[src/rtl/reg_file_mp_pkg.sv]
// Shared definitions for the multi-port register file: clear-FSM state
// type and default/limit values for the parameters.
// Build option: define REG_FILE_MP_BYPASS_EN for write-to-read forwarding.
package reg_file_mp_pkg;

  // Clear sweep sequencer states; IDLE is the reset state
  typedef enum logic {
    IDLE  = 1'b0,
    SWEEP = 1'b1
  } clr_state_t;

  // Default geometry of the register file
  localparam int DATA_W_DEFAULT = 8;
  localparam int ADDR_W_DEFAULT = 3;
  localparam int NUM_RD_DEFAULT = 2;

  // Largest number of read ports the file is meant to be built with
  localparam int NUM_RD_MAX = 4;

  // True when a read-port count lies inside the supported range
  function automatic bit num_rd_legal(input int n);
    return (n >= 1) && (n <= NUM_RD_MAX);
  endfunction

endpackage

[src/rtl/reg_file_mp_clr_seq.sv]
// Clear sweep sequencer for reg_file_mp: a two-state FSM plus the sweep
// pointer. While sweeping, one register per cycle is zeroed at address ptr;
// the sweep ends on the edge that zeroes the last register.
module reg_file_mp_clr_seq
  import reg_file_mp_pkg::*;
#(
  parameter int ADDR_W = ADDR_W_DEFAULT
) (
  input  logic              CLK,
  input  logic              RESET,
  input  logic              clear,
  output logic              busy,
  output logic              sweep_en,
  output logic [ADDR_W-1:0] ptr
);

  // The last address equals all ones, so the pointer wraps naturally
  localparam logic [ADDR_W-1:0] LAST_ADDR = '1;

  clr_state_t        state;
  clr_state_t        state_next;
  logic [ADDR_W-1:0] ptr_next;

  // State and pointer registers; reset aborts any sweep in progress
  always_ff @(posedge CLK or posedge RESET) begin
    if (RESET) begin
      state <= IDLE;
      ptr   <= '0;
    end else begin
      state <= state_next;
      ptr   <= ptr_next;
    end
  end

  // Next-state logic: CLEAR only matters in IDLE, so a sweep can be neither
  // restarted nor stretched once it is running
  always_comb begin
    state_next = state;
    ptr_next   = ptr;
    case (state)
      IDLE: begin
        if (clear) begin
          state_next = SWEEP;
          ptr_next   = '0;
        end
      end
      SWEEP: begin
        ptr_next = ptr + 1'b1;
        if (ptr == LAST_ADDR) begin
          state_next = IDLE;
        end
      end
      default: begin
        state_next = IDLE;
        ptr_next   = '0;
      end
    endcase
  end

  // Both flags come straight from the state register, never from inputs
  assign busy     = (state == SWEEP);
  assign sweep_en = (state == SWEEP);

endmodule

[src/rtl/reg_file_mp.sv]
// Multi-port register file: one synchronous write port, NUM_RD independent
// combinational read ports, and a sequential clear sweep that zeroes one
// register per cycle. Writes arriving during a sweep are rejected and
// flagged on WR_DROP one cycle later.
// Build option: define REG_FILE_MP_BYPASS_EN to forward a write that will be
// accepted at the next edge onto any read port addressing the same register.
// NUM_RD is intended to stay within 1..NUM_RD_MAX (see reg_file_mp_pkg).
module reg_file_mp
  import reg_file_mp_pkg::*;
#(
  parameter int DATA_W = DATA_W_DEFAULT,
  parameter int ADDR_W = ADDR_W_DEFAULT,
  parameter int NUM_RD = NUM_RD_DEFAULT
) (
  input  logic                     CLK,
  input  logic                     RESET,
  input  logic [DATA_W-1:0]        IN,
  input  logic [ADDR_W-1:0]        INADDRESS,
  input  logic                     WRITE,
  input  logic                     CLEAR,
  input  logic [NUM_RD*ADDR_W-1:0] OUTADDRESS,
  output logic [NUM_RD*DATA_W-1:0] OUT,
  output logic                     BUSY,
  output logic                     WR_DROP
);

  localparam int DEPTH = 2 ** ADDR_W;

  logic [DATA_W-1:0] regs [DEPTH];
  logic              sweep_en;
  logic [ADDR_W-1:0] ptr;
  logic              write_ok;

  // A write is only honoured while no sweep is running
  assign write_ok = WRITE && !BUSY;

  reg_file_mp_clr_seq #(
    .ADDR_W (ADDR_W)
  ) u_clr_seq (
    .CLK      (CLK),
    .RESET    (RESET),
    .clear    (CLEAR),
    .busy     (BUSY),
    .sweep_en (sweep_en),
    .ptr      (ptr)
  );

  // Storage: sweep zeroing takes priority; a simultaneous WRITE+CLEAR in
  // IDLE still lands because the sweep only begins on the following edge
  always_ff @(posedge CLK or posedge RESET) begin
    if (RESET) begin
      for (int i = 0; i < DEPTH; i++) begin
        regs[i] <= '0;
      end
    end else if (sweep_en) begin
      regs[ptr] <= '0;
    end else if (write_ok) begin
      regs[INADDRESS] <= IN;
    end
  end

  // Rejected-write flag, high for the single cycle after the dropped write
  always_ff @(posedge CLK or posedge RESET) begin
    if (RESET) begin
      WR_DROP <= 1'b0;
    end else begin
      WR_DROP <= WRITE && BUSY;
    end
  end

  // Read ports are independent muxes over the storage array
  for (genvar k = 0; k < NUM_RD; k++) begin : g_rd
    logic [ADDR_W-1:0] rd_addr;
    assign rd_addr = OUTADDRESS[k*ADDR_W +: ADDR_W];
`ifdef REG_FILE_MP_BYPASS_EN
    assign OUT[k*DATA_W +: DATA_W] =
      (write_ok && !RESET && (rd_addr == INADDRESS)) ? IN : regs[rd_addr];
`else
    assign OUT[k*DATA_W +: DATA_W] = regs[rd_addr];
`endif
  end

endmodule
[config.mk]
export PLATFORM = sky130hd
export DESIGN_NAME = reg_file_mp
export DESIGN_NICKNAME = d
export VERILOG_FILES = /design/src/rtl/reg_file_mp_pkg.sv /design/src/rtl/reg_file_mp_clr_seq.sv /design/src/rtl/reg_file_mp.sv
export SDC_FILE = /design/constraint.sdc
export NUM_CORES = 1
export LEC_CHECK = 0
export BUFFER_PORTS_ARGS = -buffer_cell sky130_fd_sc_hd__buf_4
export CAP_MARGIN = 10
export CORE_UTILIZATION = 56
export CTS_CLUSTER_DIAMETER = 40
export DETAILED_ROUTE_END_ITERATION = 10
export PLACE_DENSITY_LB_ADDON = 0.08
export SKIP_CTS_REPAIR_TIMING = 1
export SYNTH_ARGS = -nofsm -noshare
export SYNTH_HDL_FRONTEND = slang
export SYNTH_HIERARCHICAL = 1
export SYNTH_SLANG_ARGS = --single-unit
[constraint.sdc]
create_clock -name CLK -period 2.6 [get_ports CLK]
set_input_delay 0.78 -clock CLK [delete_from_list [all_inputs] [get_ports CLK]]
set_output_delay 0.78 -clock CLK [all_outputs]
set_load 0.01 [all_outputs]
Yosys cells after proc, flatten, opt, wreduce, memory -nomap -nowiden
Cells that the tools add are included.

word-level totals
  register bits after elaboration = 69
  output and inout bits = 18
  logic and storage cells = 51

cells by class
  add/subtract/negate cells = 1
  order comparisons = 6
  equal/unequal tests = 2
  multiplexer cells = 18
  bitwise gates (word level) = 7
  reductions and logical operators = 6

operators with widths
  cell                   count
  $mux W64               2
  $and A64 B64 Y64       1
  $bwmux W64             1
  $not A64 Y64           1
  $bmux W8 S3            2
  $demux W8 S3           2
  $mux W8                6
  $ge A4 B4 Y1 const B   4
  $not A3 Y4             4
  $lt A4 B1 Y1 const B   2
  $pmux W3 S2            1
  $logic_and A1 B1 Y1    4
  $add A3 B1 Y3 const B  1
  $eq A3 B3 Y1 const B   1
  $mux W3                1
  $mux W1                2
  $ne A2 B2 Y1 const B   1
  $pmux W1 S2            1
  $reduce_bool A2 Y1     1
  $logic_not A1 Y1       1
  $not A1 Y1             1

Logic depth before layout (Yosys ltp)
Gate-level depths: netlist of the first run.

  depth in word-level cells = 8
  mapped depth = 6
  depth with buffers taken out = 4

Hierarchy
Netlist of the first run, hierarchy kept.

modules (own cells, without submodules)
  module               instances  cells an instance  area each (um^2)  seq. area each (um^2)
  reg_file_mp          1          293                3881.2            1626.6
  reg_file_mp_clr_seq  1          18                 195.2             100.1

Worst setup path after synthesis of the first run
OpenSTA, ideal clock, no wires.

  path type = in2out
  from = input OUTADDRESS[5]
  to = output OUT[11]
  arrival = 1.779 ns
  data required time = 1.820 ns
  path slack = 0.041 ns
  stages on the path = 3
  buffers on the path = 1
  cells stage by stage = buf_2 > mux4_1 > mux2_4

on the way
  longest elaborated chain between the ends = 4

ends and longest elaborated chain
  item                                        line               RTL
  start: declaration                          reg_file_mp.sv:21  input logic [NUM_RD*ADDR_W-1:0] OUTADDRESS,
  $not A3 Y4 (not written as such)            reg_file_mp.sv:79  assign OUT[k*DATA_W +: DATA_W] = regs[rd_addr];
  $bmux W8 S3                                 reg_file_mp.sv:79
  $mux W8 (not written as such) (2 in a row)  reg_file_mp.sv:79
  end: declaration                            reg_file_mp.sv:22  output logic [NUM_RD*DATA_W-1:0] OUT,

No other way between the ends. The select of a mux whose other input is x is not followed.

Worst setup path in the final report of the first run
  from = input OUTADDRESS[5]
  to = output OUT[10]

Same word-level chain as after synthesis.

==> results of run 1 <==
-- synthesized netlist by cell type --
| master | count |
|---|---|
| nor3_1 | 1 |
| nand2_2 | 2 |
| a21oi_1 | 1 |
| dfrtp_1 | 69 |
| nor3b_2 | 1 |
| mux4_1 | 24 |
| and3b_1 | 1 |
| nor2_1 | 2 |
| clkbuf_1 | 4 |
| o21ai_2 | 1 |
| ha_1 | 2 |
| nor3b_1 | 1 |
| buf_1 | 5 |
| buf_2 | 7 |
| mux4_2 | 8 |
| and4b_1 | 2 |
| buf_6 | 2 |
| o21ai_1 | 1 |
| buf_4 | 2 |
| nand4b_1 | 3 |
| inv_1 | 10 |
| nand2_1 | 68 |
| nand2b_1 | 3 |
| and2_1 | 1 |
| mux2_4 | 8 |
| nand3_2 | 2 |
| nand4bb_1 | 3 |
| or4b_1 | 1 |
| mux2i_1 | 65 |
| nand4_1 | 1 |
| buf_12 | 2 |
| mux2_2 | 8 |
-- layer usage --
layer | vias up | track usage (%) | routed length (µm)
li1 | 1234 | - | -
met1 | 1449 | 37.4 | 4340
met2 | 115 | 45.8 | 5320
met3 | 20 | 6.35 | 929
met4 | 0 | 10.3 | 265
met5 | - | 0 | 0
-- power by group through the flow --
stage | clock, µW | sequential, µW | combinational, µW
3_3_place_gp | 0 | 1650 | 1160
3_5_place_dp | 0 | 1670 | 1200
6_report | 1110 | 1680 | 1340
2_1_floorplan | 0 | 1540 | 895
5_1_grt | 1150 | 1720 | 1460
4_1_cts | 1110 | 1650 | 1200
-- state kept, by name, summed over array words and instances (netlist names) --
name and cells:
regs 64, WR_DROP 1, u_clr_seq/ptr 3, u_clr_seq/busy 1
-- metrics by stage --
step                util [%]  power [µW]
floorplan                  -        2430
global placement        64.9        2810
CTS                     68.5        3970
global route            71.3        4330
finish                  71.3        4130
detailed placement      64.9        2870
-- final cells by class --
cell class | count | area (µm²)
clock buffers | 11 | 141
clock inverters | 5 | 106
fillers | 525 | 1980
inverters | 10 | 37.5
multi-input cells | 210 | 2110
flip-flops and latches | 69 | 1730
well taps | 96 | 120
repair buffers | 62 | 688
-- logic make-up after synthesis --
group	after synthesis
buffers and inverters	32
AND/OR/NAND/NOR	92
multiplexers	113
flip-flops	69
adder cells (fa/ha/maj)	2
AO/OA/AOI/OAI	3
-- path summary, 6_finish.rpt --
path | to | slack (ps) | depth (start not counted)
setup / recovery | OUT[10] | -20 | 4
hold / removal | u_clr_seq/ptr[1] | 340 | 2
setup reg to reg | regs[4] | 630 | 3
hold reg to reg | regs[6] | 540 | 2
max in group asynchronous | regs[23] | 1800 | 3
min in group CLK | regs[6] | 540 | 2
==> metrics, run 1 <==
status=finished with violations; failing checks=negative setup slack; Clock Path Buffers=2; mux share of post-synthesis cell area=41.0%; die footprint=around 7600 µm²; Place WS=-230 ps; most common cell after layout, fill and taps aside=dfrtp_1; most frequent cells in the layout=dfrtp_1 (69), nand2_1 (68), mux2i_1 (65); Die Y=87.3 µm; die width=87.3 µm; Fmax=about 0.38 GHz; combinational share of power=32.5%; min cycle time layout=between 2000 and 3000 ps; largest family of logic cells by synthesized area=multiplexers; Via density=6.09; WP data arrival=between 1500 and 2000 ps; hpwl dp=6310 µm; Pint=around 2800 µW; row count=30; Sink Count=69; Synth Net Count=334; power per cell area=838 nW/µm²; Synth Area in Compound Gates=0.460%; Area growth syn-to-layout=20.8%; reg2reg start=u_clr_seq/busy; crit path kind=input port to output port; antenna-violating nets left=0; first-pass GRT wire length=between 15,000 and 20,000 µm; Post-Synthesis Cells=311; Total Routing Usage GR=28.2%; Core Area=a little under 7000 µm²; simple-gate area share of the yosys netlist=about 11%; WL per Instance=between 20 and 25 µm; vias=2,818; Sequential Power Share=40.7%; vias in the first global route=2,797; HP Class=input port to asynchronous set/reset pin; final slew viol count=0; Leakage=approximately 0.0025 µW; IO Port Bufs=38; clk slew on worst S/H paths=about 70 ps; Inst Count DP=about 440; max cap viols=0; Synth top area share=42.4%; Root Driver=clkbuf_8; final instance area=about 5000 µm²; initial DRC count=264; worst path bufs/invs=2; Worst-Margin Slew=679 ps; Mapped Area=4080 µm²; DRT Pass-1 Iters=4; # nets final=385; YS warnings=6; dpl cell area=4480 µm²; Setup TNS=-26.0 ps; critical path's largest stage delay=520 ps; final WL=roughly 11,000 µm; Synth Area in Adders=0.614%; CP max stage cell=mux4_2; net switching power=roughly 1400 µW; crit end category=output port; pin count of the biggest net entering global routing=66; residual DRC count=0; CP cell instances=buf_16 > mux4_2 > mux2_4 > buf_6; VDD IR max=0.000624 V; Clk network pwr share=26.8%; Netlist cell types=32; register area share after synthesis=42.4%; clk_skew=9.60 ps; final setup vio count=2; n_diodes=0; number of synthesized register bits=69; htree depth=3; Net Sw Frac=33.2%; post-synthesis xor/xnor area fraction=0%; Clock Latency Late Sink=between 300 and 400 ps; Layout Cells excl Fill=463; post-synth top area cell=dfrtp_1; slew margin rel.=54.7%; CP max FO=6; GPL Wtd Cong=0.791; CTS tree=yes; Num CTS Buffers=9; synthesized area per cell=13.1 µm²; Initial Utilization=59.0%; Remaining Overflow, GRT=0; final hold violation count=0; Critical Path Source Type=input port; Req. time, crit path=1820 ps; initial antenna violation count=0; Fin Hold WS=338 ps; synth top area cells=dfrtp_1 (42%), mux2i_1 (16%), mux4_1 (15%), nand2_1 (6.3%), mux4_2 (4.4%); final worst path period share=101%; layout cells sized above 1=36.0%; crit path launch=OUTADDRESS[5]; IO Pins=39; worst setup margin=-19.4 ps; RSZ-0062 raised after global routing=true; CP top delay family=multiplexers
No activity file was read; power rests on OpenSTA's default activity.
==> inputs of run 2 (changes only) <==
- SYNTH_HIERARCHICAL: 1 -> unset
==> metrics, run 2 <==
status=finished with violations; failing checks=negative setup slack; Clock Path Buffers=2; power per cell area=~910 nW/µm²; synth top area cells=dfrtp_1 (43%), mux4_1 (21%), mux2i_1 (16%), nand2_1 (6.2%), mux2_2 (4.7%); Area growth syn-to-layout=18.4%; Root Driver=clkbuf_8; min cycle time layout=2610 ps; final slew viol count=0; max cap viols=0; Clock Latency Late Sink=340 ps; synthesized area per cell=roughly 13 µm²; Critical Path Source Type=input port; EDFF count, synth=0; Place WS=-271 ps; VDD IR max=0.000580 V; CTS tree=yes; CP max FO=8; Net Sw Frac=between 30% and 40%; fill count=approximately 500; residual DRC count=0; combinational share of power=36.4%; Sequential Power Share=42.6%; vias=between 2,000 and 3,000; Fin Hold WS=493 ps; Post-synth top flop=dfrtp_1; WP data arrival=1830 ps; htree depth=3; Initial Utilization=about three fifths; IO Port Bufs=38; Largest regs=regs: 64 flops, u_clr_seq.ptr: 3 flops; slew margin rel.=58.1%; crit path kind=input port to output port; Remaining Overflow, GRT=0; ys async rst share=100%; max FFs per register=64; Total Routing Usage GR=29.0%; worst path bufs/invs=2; grt met2 use=43.9%; WL per Instance=between 20 and 25 µm; clk_skew=9.84 ps; final instance area=between 4000 and 5000 µm²; GRT busiest layer=met2; count leader, synth=dfrtp_1; Sink Count=a little under 70; Setup TNS=-43.9 ps; antenna-violating nets left=0; Clk network pwr share=a little over a fifth; most frequent cells in the layout=dfrtp_1 (69), nand2_1 (67), mux2i_1 (64); # nets final=between 300 and 400; crit end category=output port; Via density=6.18; die footprint=around 7600 µm²; number of synthesized register bits=69; Leakage=0.00232 µW; Reg with most FFs=regs; final setup vio count=6; Worst-Margin Slew=625 ps; vias in the first global route=2,800; Die Y=87.0 µm; GPL Wtd Cong=slightly above 0.8; clk slew on worst S/H paths=around 80 ps; CP cell instances=buf_16 > mux4_2 > mux2_4 > buf_6; grt met3 use=~4.9%; hpwl dp=6540 µm; Req. time, crit path=between 1500 and 2000 ps; CP max stage cell=mux4_2; final hold violation count=0; most common cell after layout, fill and taps aside=dfrtp_1; post-synth top area cell=dfrtp_1; Pwr Total=4370 µW; Post-synth top cells=dfrtp_1 (69), nand2_1 (67), mux2i_1 (64); final WL=between 10,000 and 15,000 µm; Netlist cell types=27; M1 GR Usage=40.7%; n_diodes=0; die width=~87 µm; Mapped Area=between 4000 and 5000 µm²; initial antenna violation count=0; Pint=2850 µW; register area share after synthesis=42.7%; Num CTS Buffers=9; Core Area=between 6000 and 7000 µm²; first-pass GRT wire length=approximately 16,000 µm; critical path's largest stage delay=500 ps; initial DRC count=224; final worst path period share=101%; DRT Pass-1 Iters=4; CP top delay family=multiplexers; RSZ-0062 raised after global routing=true; Synth Net Count=334; net switching power=1520 µW; layout cells sized above 1=35.6%; worst setup margin=-14.9 ps; IO Pins=39; dpl cell area=about 4500 µm²; pin count of the biggest net entering global routing=70; Fmax=0.382 GHz; YS warnings=0; row count=30; Post-Synthesis Cells=311; HP Class=input port to asynchronous set/reset pin; Synth top area share=42.7%
==> run 2: cell count changes after synthesis, moves of 2 or more <==
| cell | change |
|---|---|
| mux2_4 | -8 |
| buf_8 | +2 |
| nor3b_1 | +2 |
| and4b_1 | -2 |
| nand3b_1 | +3 |
| nand3_2 | -2 |
| buf_12 | -2 |
| mux4_2 | -8 |
| mux2_2 | +9 |
| o21ai_0 | +2 |
| clkbuf_1 | +3 |
| mux4_1 | +8 |
==> run 2: worst paths after layout <==
check                                    start       end  slack (ps)  cells past startpoint
worst min-delay path                     RESET  regs[52]         490                      3
max in group asynchronous                RESET  regs[21]        1780                      3
worst min register to register        regs[39]  regs[39]         550                      2
min in group CLK                      regs[39]  regs[39]         550                      2
worst max-delay path             OUTADDRESS[5]   OUT[13]         -10                      4
worst max register to register  u_clr_seq.busy   regs[8]         730                      4
==> run 2: cells by family (layout without fill, tap and decap cells) <==
logic type,count (synthesis),count (layout),share of synthesized area (%)
flip-flops,69,69,42.7
buffers and inverters,34,83,4.43
AND/OR/NAND/NOR,90,90,10.5
AO/OA/AOI/OAI,3,3,0.371
adder cells (fa/ha/maj),2,2,0.619
multiplexers,113,113,41.4
==> run 2: per-stage QoR <==
stage	utilization, %	cells
floorplan	-	311
global placement	65.0	436
detailed placement	65.0	436
CTS	68.1	452
global route	69.7	456
finish	69.7	456
==> run 2: metal layers <==
metal | up-vias | share of wire [%]
li1 | 1207 | -
met1 | 1454 | 42
met4 | 0 | 3.3
met3 | 30 | 7.1
met2 | 125 | 47
met5 | - | 0
==> run 2: tightest hold or removal path: cells and delay by family <==
| kind | cells | cell delay, ps |
|---|---|---|
| buffers and inverters | 3 | 470 |
==> run 2: final cells by class <==
| class | instances | area, µm² | share of cell area (%) |
|---|---|---|---|
| multi-input cells | 208 | 2090 | 43.6 |
| flip-flops and latches | 69 | 1730 | 36.1 |
| repair buffers | 58 | 612 | 12.8 |
| clock buffers | 11 | 151 | 3.16 |
| well taps | 96 | 120 | 2.51 |
| clock inverters | 5 | 57.6 | 1.20 |
| inverters | 9 | 33.8 | 0.706 |
==> run 2: power groups by stage <==
stage	clock [µW]	sequential, µW	combinational [µW]
5_1_grt	972	1920	1740
3_3_place_gp	0	1790	1420
2_1_floorplan	0	1660	1100
6_report	917	1860	1590
4_1_cts	933	1810	1460
3_5_place_dp	0	1830	1450
==> inputs of run 3 (changes only) <==
- ABC_AREA: unset -> 1
- BUFFER_PORTS_ARGS: -buffer_cell sky130_fd_sc_hd__buf_4 -> unset
- CORE_MARGIN: unset -> 3
- DONT_BUFFER_PORTS: unset -> 1
==> metrics, run 3 <==
DRT Pass-1 Iters=8; initial antenna violation count=0; row count=31; Critical Path Source Type=input port; largest family of logic cells by synthesized area=simple AND/OR/NAND/NOR gates; Synth Area in Compound Gates=approximately 2.9%; crit path kind=input port to output port; residual DRC count=0; WP data arrival=1610 ps; Clock Path Buffers=2; simple-gate area share of the yosys netlist=46.3%; Total Routing Usage GR=32.8%; die footprint=9090 µm²; vias=4,484; IO Pins=39; Largest regs=regs: 64 flops, u_clr_seq.ptr: 3 flops; most common cell after layout, fill and taps aside=nand2_1; power per cell area=around 790 nW/µm²; Reg with most FFs=regs; final slew viol count=0; R2R setup slack=890 ps; Die Y=95.4 µm; hpwl dp=10,200 µm; IO Port Bufs=0; clk_skew=11.8 ps; count leader, synth=nand2_1; Sink Count=69; mux share of post-synthesis cell area=0%; reg2reg start=u_clr_seq.busy; YS warnings=0; Fmax=0.419 GHz; Post-synth top cells=nand2_1 (295), nand3_1 (129), inv_1 (90); Synth top area share=38.6%; crit end category=output port; number of synthesized register bits=69; vias in the first global route=3,993; synthesized area per cell=6.57 µm²; Initial Utilization=59.7%; final hold violation count=0; antenna-violating nets left=0; HP Class=input port to asynchronous set/reset pin; GPL Wtd Cong=0.978; Worst-Margin Slew=541 ps; slew margin rel.=63.9%; CTS tree=yes; Synth Net Count=704; Mapped Area=~4500 µm²; Post-synth top flop=dfrtp_1; n_diodes=0; Setup TNS=0 ps; status=complete, no violations; Worst R2R End=regs[28]; RSZ-0062 raised after global routing=false; min cycle time layout=2390 ps; Root Driver=clkbuf_8; first-pass GRT wire length=22,000 µm; fill count=685; final worst path period share=91.7%; VDD IR max=0.000701 V; final setup vio count=0; # nets final=689; die width=95.4 µm; max cap viols=0; Num CTS Buffers=9; clk slew on worst S/H paths=90 ps; Leakage=roughly 0.0027 µW; Pwr Total=3740 µW; synth top area cells=dfrtp_1 (39%), nand2_1 (25%), nand3_1 (14%), inv_1 (7.6%), nand4_1 (3.4%); cell depth of the worst flop-to-flop path=5; Critical Path Sink=OUT[9]; Post-Synthesis Cells=~680; post-synth top area cell=dfrtp_1; initial DRC count=596; WL per Instance=18.3 µm; Core Area=7490 µm²; Area growth syn-to-layout=5.65%; Remaining Overflow, GRT=0; final WL=14,100 µm; CP max FO=17; Synth Area in Adders=0.560%; most frequent cells in the layout=nand2_1 (295), nand3_1 (129), inv_1 (89); post-synthesis xor/xnor area fraction=0%; htree depth=3; pin count of the biggest net entering global routing=51; Via density=5.82; crit path launch=OUTADDRESS[4]; ys async rst share=100%; Req. time, crit path=1820 ps; max FFs per register=64; Clock Latency Late Sink=350 ps; Netlist cell types=22; EDFF count, synth=0; register area share after synthesis=38.6%; layout cells sized above 1=6.86%
==> run 3: power breakdown <==
group / internal (µW) / switching (µW) / total, µW
clock network: 455 / 477 / 932
logic: 373 / 852 / 1220
registers: 1350 / 232 / 1580
total: 2180 / 1560 / 3740
==> run 3: critical path, cell delays in order <==
cell and delay, ps:
inv_1 390, nand3_1 140, nand2_1 80, nand2_1 50, nand2_1 160
==> run 3: worst min-delay path by stage <==
| stage | from | to | depth (start not counted) |
|---|---|---|---|
| 2_1_floorplan | regs[0] | regs[0] | 2 |
| 3_3_place_gp | regs[45] | regs[45] | 2 |
| 3_5_place_dp | regs[32] | regs[32] | 2 |
| 4_1_cts | RESET | u_clr_seq.busy | 1 |
| 5_1_grt | RESET | u_clr_seq.busy | 1 |
| 6_report | RESET | u_clr_seq.busy | 1 |
==> run 3: logic make-up (layout without fill, tap and decap cells) <==
kind of cell / count (synthesis) / count (layout)
buffers and inverters: 125 / 115
AND/OR/NAND/NOR: 465 / 465
adder cells (fa/ha/maj): 2 / 2
flip-flops: 69 / 69
AO/OA/AOI/OAI: 20 / 20
==> run 3: per-layer routing <==
layer  track usage, %  wire length (µm)
met2             47.9              6370
met3             8.76              1480
met4             13.0               444
met5                0                 0
met1             46.3              5830
==> run 3: layout make-up <==
cell class                 count  area, µm²  area share [%]
multi-input combinational    487       2220            47.1
sequential                    69       1730            36.5
inverter                      93        352            7.44
clock buffer                   9        124            2.62
tap                           99        124            2.62
timing repair buffer           6       95.1            2.01
clock inverter                 7       80.1            1.69
==> run 3: stage by stage <==
| stage | utilization [%] | area (µm²) | cells | hold slack, ps | worst slack [ps] |
|---|---|---|---|---|---|
| final | 63.1 | 4720 | 770 | 299 | 215 |
| after global routing | 63.1 | 4720 | 770 | 301 | 107 |
| after CTS | 63.1 | 4720 | 770 | 308 | 259 |
| after detailed placement | 60.4 | 4520 | 754 | 488 | 259 |
| after global placement | 60.4 | 4520 | 754 | 484 | 260 |
| after floorplan | - | 4470 | 681 | 469 | 80.1 |
